--- src/rtl/countdown_core.sv ---
// countdown_core: MM:SS.hh BCD countdown timer with prescaled hundredth tick.
// Ports: clk, rst (async active-low), load/load_val, start, pause pulses;
//   digits (BCD value), running, done (level), expire (1-cycle pulse).
module countdown_core #(
    parameter int TICK_DIV = 1_000_000
) (
    input  logic        clk,
    input  logic        rst,
    input  logic        load,
    input  logic [23:0] load_val,
    input  logic        start,
    input  logic        pause,
    output logic [23:0] digits,
    output logic        running,
    output logic        done,
    output logic        expire
);

    localparam int PW = (TICK_DIV > 2) ? $clog2(TICK_DIV) : 1;

    typedef enum logic [1:0] {
        IDLE,
        RUN,
        PAUSE,
        DONE
    } state_t;

    state_t        state;
    state_t        state_nxt;
    logic [23:0]   cnt;
    logic [23:0]   cnt_nxt;
    logic [23:0]   reload;
    logic [23:0]   reload_nxt;
    logic [PW-1:0] pre;
    logic [PW-1:0] pre_nxt;
    logic          expire_nxt;
    logic          load_ok;
    logic          start_ok;
    logic          tick;
    logic [23:0]   clamped;
    logic [23:0]   dec;

    // sec_t (digit 3) is limited to 5, every other digit to 9
    function automatic logic [23:0] clamp_bcd(input logic [23:0] v);
        logic [23:0] r;
        r = '0;
        for (int i = 0; i < 6; i++) begin
            if (i == 3)
                r[i*4+:4] = (v[i*4+:4] > 4'd5) ? 4'd5 : v[i*4+:4];
            else
                r[i*4+:4] = (v[i*4+:4] > 4'd9) ? 4'd9 : v[i*4+:4];
        end
        return r;
    endfunction

    // Ripple borrow from hs_o upward; a zero digit wraps to its max
    // and passes the borrow on. Zero input stays at zero.
    function automatic logic [23:0] dec_bcd(input logic [23:0] v);
        logic [23:0] r;
        logic        borrow;
        r      = v;
        borrow = 1'b1;
        for (int i = 0; i < 6; i++) begin
            if (borrow) begin
                if (v[i*4+:4] == 4'd0) begin
                    r[i*4+:4] = (i == 3) ? 4'd5 : 4'd9;
                end else begin
                    r[i*4+:4] = v[i*4+:4] - 4'd1;
                    borrow    = 1'b0;
                end
            end
        end
        if (v == 24'd0)
            r = 24'd0;
        return r;
    endfunction

    assign clamped = clamp_bcd(load_val);
    assign dec     = dec_bcd(cnt);

    // load beats start beats pause; a start that is not accepted
    // does not mask a pause
    assign load_ok  = load && (state != RUN);
    assign start_ok = start && !load_ok &&
                      (((state == IDLE) && (cnt != 24'd0)) ||
                       (state == DONE));
    assign tick     = (state == RUN) && (pre == PW'(TICK_DIV - 1));

    // state register
    always_ff @(posedge clk or negedge rst) begin
        if (!rst)
            state <= IDLE;
        else
            state <= state_nxt;
    end

    // next-state logic
    always_comb begin
        state_nxt = state;
        if (load_ok) begin
            state_nxt = IDLE;
        end else if (start_ok) begin
            if (state == IDLE)
                state_nxt = RUN;
            else
                state_nxt = (reload != 24'd0) ? RUN : IDLE;
        end else if (state == RUN) begin
            // expiry wins over a coincident pause
            if (tick && (dec == 24'd0))
                state_nxt = DONE;
            else if (pause)
                state_nxt = PAUSE;
        end else if ((state == PAUSE) && pause) begin
            state_nxt = RUN;
        end
    end

    // datapath / output next values
    always_comb begin
        cnt_nxt    = cnt;
        reload_nxt = reload;
        pre_nxt    = pre;
        expire_nxt = 1'b0;
        if (load_ok) begin
            cnt_nxt    = clamped;
            reload_nxt = clamped;
            pre_nxt    = '0;
        end else if (start_ok) begin
            pre_nxt = '0;
            if (state == DONE)
                cnt_nxt = reload;
        end else if (state == RUN) begin
            pre_nxt = tick ? '0 : pre + PW'(1);
            if (tick) begin
                cnt_nxt    = dec;
                expire_nxt = (dec == 24'd0);
            end
        end
    end

    always_ff @(posedge clk or negedge rst) begin
        if (!rst) begin
            cnt     <= '0;
            reload  <= '0;
            pre     <= '0;
            running <= 1'b0;
            done    <= 1'b0;
            expire  <= 1'b0;
        end else begin
            cnt     <= cnt_nxt;
            reload  <= reload_nxt;
            pre     <= pre_nxt;
            running <= (state_nxt == RUN);
            done    <= (state_nxt == DONE);
            expire  <= expire_nxt;
        end
    end

    assign digits = cnt;

endmodule

--- config.mk ---
export PLATFORM = sky130hd
export DESIGN_NAME = countdown_core
export DESIGN_NICKNAME = d
export VERILOG_FILES = /design/src/rtl/countdown_core.sv
export SDC_FILE = /design/constraint.sdc
export NUM_CORES = 1
export LEC_CHECK = 0
export ABC_CLOCK_PERIOD_IN_PS = 4000
export CORE_AREA = 3 3 103 105
export CTS_CLUSTER_SIZE = 12
export DETAILED_ROUTE_END_ITERATION = 6
export DIE_AREA = 0 0 106 108
export GPL_TIMING_DRIVEN = 0
export PLACE_DENSITY = 0.67
export SLEW_MARGIN = 20
export SYNTH_ARGS = -nofsm -noshare
export SYNTH_HDL_FRONTEND = slang
export SYNTH_SLANG_ARGS = --single-unit
--- constraint.sdc ---
create_clock -name clk -period 4 [get_ports clk]
set_input_delay 0.8 -clock clk [delete_from_list [all_inputs] [get_ports clk]]
set_output_delay 0.8 -clock clk [all_outputs]
set_load 0.01 [all_outputs]
==> flow_summary_export.csv, run 1 <==
group,metric,value,unit
routing,wl_per_cell,20.2,um
pwr,swShare,35.4,%
routing,drt-total-wl,14.3,mm
cts,cts_setup_buffers,0,
worst_setup_path,critPathMaxFanout,10,
cts,cts_root_buffer,"clkbuf_8",
timing,setup_viol,0,
logic_synthesis,syn_inst,503,
cells_and_area,area_growth,22.0,%
logic_synthesis,ys_seq_area_share,40.7,%
routing,dr.pass1.iters,5,
logic_synthesis,synth-async-reset-ratio,100,%
die,die_h,108,um
die,core_area,0.00973,mm^2
timing,finalHoldViolCount,0,
routing,vias,4323,
logic_synthesis,synth_seq_cells,73,
pwr,p_clk_share,27.9,%
logic_synthesis,synth.distinct_cells,74,
die,ios,56,
pwr,power.leakage,2.25,nW
worst_setup_path,worst_setup_path_end_kind,"register",
pwr,power.share.sequential,35.9,%
routing,via_per_inst,6.12,
logic_synthesis,syn-cell-area,0.00449,mm^2
cts,cts_tree,"done",
logic_synthesis,synthFlopType,"dfrtp_1",
pwr,pwr-share-comb,36.2,%
grt,grt_max_degree,56,
worst_setup_path,worstPathRequired,4.23,ns
pwr,ir_worst_vdd,0.000198,V
die,dieArea,0.0114,mm^2
timing,final.min_clock_period,3.43,ns
routing,antenna_left,0,
grt,grt_remaining_overflow,0,
cts,path_clk_slew,0.08,ns
cts,insertion_delay,0.35,ns
logic_synthesis,yosysTopAreaCell,"dfrtp_1",
timing,max_freq,0.292,GHz
logic_synthesis,yosys-top-cells-area,"dfrtp_1 (41%), nor2_1 (4.2%), a21oi_1 (4.1%)",
routing,drtIter0Drc,305,
pwr,internal_power,1.76,mW
timing,rsz0062_at_grt,"no",
placement,routabilityCongestion,0.973,
cts,ctsHoldBuffers,0,
run_status,status,"complete, no violations",
cts,clock-sinks,73,
grt,grt_pass1_vias,4326,
grt,gr-usage-all-layers,25.9,%
cells_and_area,final_util,56.3,%
die,rows,36,
pwr,cellPowerDensity,498,mW/mm^2
cells_and_area,diodes,0,
logic_synthesis,synth.avg_cell_area,8.92,um^2
cells_and_area,fin_area,0.00548,mm^2
logic_synthesis,yosysWarningCount,0,
timing,skew,0.00866,ns
timing,slew_headroom,28.5,%
cells_and_area,drive_above_1_share,9.42,%
worst_setup_path,worstSetupPathType,"reg -> reg",
hold_path,hp-class,"in -> async",
logic_synthesis,synth-edff-count,0,
die,die_width,106,um
grt,grt_pass1_wl,23.1,mm
placement,portBuffers,54,
worst_setup_path,cp.arrival,3.66,ns
timing,period_share,85.7,%
timing,hold_ws,0.325,ns
cells_and_area,fin_nets,601,
grt,antenna_found_initial,0,
cts,cts_buffers,9,
placement,dpl.hpwl,11.0,mm
job,maxCapViolCount,0,
routing,drc,0,
logic_synthesis,synth_common_cells,"dfrtp_1 (73), nor2_1 (50), nand2_1 (43)",
die,start_util,46.1,%
cts,htreeDepth,3,
placement,place_area,0.00522,mm^2
timing,worst_pin_slew,1.07,ns
cts,cts_resized,0,
worst_setup_path,cp-start-kind,"register",
logic_synthesis,synth_top_area_share,40.7,%
cells_and_area,fill_cells,926,
pwr,power.switching,0.966,mW
worst_setup_path,r2r_cells,7,
logic_synthesis,syn_nets,535,
timing,slew_viol_final,0,
logic_synthesis,synth.most_common_cell,"dfrtp_1",
cts,clockBufferDepth,2,
-- path summary, 6_finish.rpt --
check                           startpoint         end  slack (ns)
worst max-delay path              state[0]  digits[14]        0.57
worst min-delay path                   rst   digits[5]        0.33
worst max register to register    state[0]  digits[14]        0.57
worst min register to register  reload[18]  reload[18]        0.51
max in group asynchronous              rst     pre[13]        3.11
min in group clk                reload[18]  reload[18]        0.51
-- power groups by stage --
| stage | clock [mW] | combinational (mW) | sequential (mW) |
|---|---|---|---|
| 2_1_floorplan | 0 | 0.553 | 0.994 |
| 3_3_place_gp | 0 | 0.970 | 0.987 |
| 3_5_place_dp | 0 | 0.974 | 0.992 |
| 4_1_cts | 0.777 | 0.978 | 0.977 |
| 5_1_grt | 0.809 | 1.07 | 0.998 |
| 6_report | 0.760 | 0.987 | 0.980 |
-- metal layers --
metal | share of wire (%) | GRT usage (%)
met5 | 0 | 0
met4 | 2.2 | 8.97
met3 | 7.3 | 4.36
met2 | 47 | 42.2
met1 | 43 | 35.2
-- stage by stage --
step                      power, mW  TNS, ns  setup slack (ns)  cells
after global placement         1.96   -35.83            -0.497    690
after detailed placement       1.97        0             0.642    691
after floorplan                1.55        0              1.59    503
after global routing           2.87        0             0.497    706
final                          2.73        0             0.574    706
after CTS                      2.73        0             0.616    706
-- worst max-delay path, cell delays in order, from the launching register on --
cell and delay [ns]:
dfrtp_1 0.33, clkbuf_1 0.32, nor2b_1 0.49, nand4_1 0.14
nor4_1 0.84, a21oi_1 0.46, clkbuf_1 0.40, o221ai_1 0.33
-- placed cells by master, fill, tap and decap left out, types with 4 or more instances in the layout --
cell type,count
nor4_1,22
nand3_1,17
buf_2,4
buf_4,4
a21oi_1,37
mux2_2,6
o2bb2ai_1,5
nand2_1,43
o21ai_0,22
inv_1,16
a22o_1,6
buf_6,4
o31ai_1,5
nor2_1,50
a21o_1,14
clkbuf_1,17
a211oi_1,7
nor3b_1,4
nand4_1,13
dfrtp_1,73
a22oi_1,4
and3_1,7
nor2b_1,5
xnor2_1,15
a221oi_1,10
clkdlybuf4s50_1,53
bufinv_16,4
nor3_1,12
and2_1,9
clkbuf_8,11
-- layout make-up --
type / instances / area [um^2] / area share, %
Tap cell: 133 / 166 / 3.04
Inverter: 16 / 60.1 / 1.10
Multi-Input combinational cell: 383 / 2410 / 44.1
Timing Repair Buffer: 55 / 566 / 10.3
Clock buffer: 10 / 128 / 2.33
Clock inverter: 5 / 129 / 2.35
Buffer: 31 / 186 / 3.40
Sequential cell: 73 / 1830 / 33.4
-- flip-flops by register name, indices dropped and copies added, names as in the netlist --
register	count
state	2
running	1
digits	24
done	1
reload	24
pre	20
expire	1
-- kinds of logic after synthesis --
group	count (synthesis)	share of synthesized area (%)
adder cells (fa/ha/maj)	3	0.837
AND/OR/NAND/NOR	215	26.0
multiplexers	9	2.18
XOR/XNOR	17	3.32
AO/OA/AOI/OAI	139	21.5
flip-flops	73	40.7
buffers and inverters	47	5.49
Power figures use the tool's default switching activity.
==> run 2: changes to the inputs <==
--- a/config.mk
+++ b/config.mk
@@ -6,12 +6,14 @@
 export NUM_CORES = 1
 export LEC_CHECK = 0
 export ABC_CLOCK_PERIOD_IN_PS = 4000
+export CELL_PAD_IN_SITES_DETAIL_PLACEMENT = 1
+export CELL_PAD_IN_SITES_GLOBAL_PLACEMENT = 1
 export CORE_AREA = 3 3 103 105
 export CTS_CLUSTER_SIZE = 12
 export DETAILED_ROUTE_END_ITERATION = 6
 export DIE_AREA = 0 0 106 108
 export GPL_TIMING_DRIVEN = 0
-export PLACE_DENSITY = 0.67
+export PLACE_DENSITY = 0.85
 export SLEW_MARGIN = 20
 export SYNTH_ARGS = -nofsm -noshare
 export SYNTH_HDL_FRONTEND = slang
==> run 2 against run 1 <==
First-iteration DRC count increased by 17%. Non-clock buffer count did not move. Total power decreased by 2.2%. Clock skew up 0.0026 ns. Utilization is 0.37 points lower. Hold slack got worse by 0.019 ns. Critical path depth up 1. Cell count rose by 0.14%. Sequential power up 0.4%. Cell area is 0.66% lower. Highest routed layer unchanged.
==> flow_summary_export.csv, run 2 (synthesis results as in run 1) <==
group,metric,value,unit
worst_setup_path,worstPathRequired,4.20,ns
timing,final.min_clock_period,3.31,ns
cts,ctsHoldBuffers,0,
routing,drt-total-wl,15.6,mm
die,die_width,106,um
grt,grt_pass1_wl,25.2,mm
worst_setup_path,cp.arrival,3.50,ns
routing,drc,0,
placement,routabilityCongestion,0.968,
placement,dp_cells,691,
cts,insertion_delay,0.37,ns
cts,clock-sinks,73,
placement,portBuffers,54,
cts,cts_root_buffer,"clkbuf_8",
cts,cts_setup_buffers,0,
placement,place_area,0.00522,mm^2
die,dieArea,0.0114,mm^2
timing,rsz0062_at_grt,"no",
die,die_h,108,um
die,rows,36,
worst_setup_path,r2r_cells,8,
worst_setup_path,ff2ff_setup_slack,0.69,ns
worst_setup_path,crit_buf_inv,2,
grt,grt_max_degree,56,
cells_and_area,final_common_cell,"dfrtp_1",
cells_and_area,area_growth,21.2,%
routing,wl_per_cell,22.1,um
cells_and_area,diodes,0,
timing,period_share,82.7,%
worst_setup_path,worstSetupPathType,"reg -> reg",
cells_and_area,layout_common_cells,"dfrtp_1 (73), clkdlybuf4s50_1 (53), nor2_1 (50)",
cells_and_area,fin_nets,601,
cts,clockBufferDepth,2,
die,start_util,46.1,%
routing,vias,4428,
pwr,cellPowerDensity,491,mW/mm^2
timing,hold_ws,0.307,ns
timing,slew_headroom,22.1,%
cts,cts_tree,"done",
worst_setup_path,path_common_cell,"clkbuf_1",
worst_setup_path,cp-start-kind,"register",
worst_setup_path,crit_family,"simple AND/OR/NAND/NOR gates",
pwr,ir_worst_vdd,0.000219,V
routing,drtIter0Drc,358,
worst_setup_path,critPathMaxStageDelay,0.80,ns
cts,cts_buffers,9,
timing,slew_viol_final,0,
worst_setup_path,crit_path_cell_trace,"clkbuf_1 > nor2b_1 > nand4_1 > nor4_1 > a21oi_1 > clkbuf_1 > nand2_1 > o21ai_0",
cts,cts_resized,0,
worst_setup_path,timing.rr.end,"digits[5]",
cells_and_area,drive_above_1_share,9.58,%
die,ios,56,
worst_setup_path,critPathMaxFanout,10,
hold_path,hp-class,"in -> async",
cts,htreeDepth,3,
cts,path_clk_slew,0.08,ns
grt,grt_pass1_vias,4585,
pwr,power.leakage,2.24,nW
grt,antenna_found_initial,0,
timing,finalHoldViolCount,0,
worst_setup_path,cp_num_cells,8,
timing,setup_viol,0,
cells_and_area,fin_area,0.00544,mm^2
routing,antenna_left,0,
placement,dpl.hpwl,11.9,mm
die,core_area,0.00973,mm^2
routing,via_per_inst,6.26,
cells_and_area,layout.cells.non_filler,707,
worst_setup_path,worst_setup_path_end_kind,"register",
timing,skew,0.0113,ns
timing,setup_tns,0,ns
timing,max_freq,0.302,GHz
grt,grt_remaining_overflow,0,
worst_setup_path,slowest_stage,"nor4_1",
worst_setup_path,r2r-start,"state[0]",
grt,gr-usage-all-layers,28.5,%
job,maxCapViolCount,0,
timing,worst_pin_slew,1.17,ns
run_status,status,"complete, no violations",
routing,dr.pass1.iters,5,
[run 2: changes by cell type in the layout (fill, tap and decap cells not counted)]
| cell | before | now |
|---|---|---|
| clkbuf_8 | 11 | 12 |
| clkinv_2 | 0 | 2 |
| bufinv_16 | 4 | 2 |
[run 2: worst max path at each step]
stage / start / end / slack [ns]
floorplan: digits[0] / running / 1.59
global placement: rst / pre[8] / -0.52
detailed placement: start / digits[6] / 0.69
CTS: state[0] / digits[5] / 0.77
global route: state[0] / digits[5] / 0.58
finish: state[0] / digits[5] / 0.69
[run 2: cell type report]
cell class	instances	area (um^2)
sequential	73	1830
clock buffer	11	141
fill	1175	4290
multi-input combinational	383	2410
timing repair buffer	55	566
tap	133	166
clock inverter	5	78.8
inverter	16	60.1
buffer	31	186
[run 2: per-layer routing]
| metal | global-route usage (%) | vias to the layer above | wire (um) | share of wire [%] |
|---|---|---|---|---|
| met5 | 0 | - | 0 | 0 |
| met4 | 11.9 | 0 | 496 | 3.2 |
| met3 | 4.48 | 36 | 923 | 5.9 |
| met2 | 48.7 | 164 | 7650 | 49 |
| met1 | 36.2 | 2218 | 6570 | 42 |
| li1 | - | 2010 | - | - |
[run 2: power breakdown]
part	internal [mW]	leakage [nW]	switching, mW
Sequential	0.850	0.939	0.134
Clock	0.368	0.113	0.304
Combinational	0.437	1.18	0.576
[run 2: per-stage QoR]
stage | worst slack, ns | power, mW | util [%]
floorplan | 1.59 | 1.55 | -
finish | 0.693 | 2.67 | 55.9
global placement | -0.523 | 1.95 | 53.4
global route | 0.578 | 2.80 | 55.9
detailed placement | 0.686 | 1.99 | 53.6
CTS | 0.770 | 2.66 | 55.9
[run 2: worst reg2reg max path, delay by kind of cell (launching register included)]
family | cells | cell delay (ns)
AND/OR/NAND/NOR | 4 | 1.49
flip-flops | 1 | 0.33
AO/OA/AOI/OAI | 2 | 0.58
buffers and inverters | 2 | 0.74
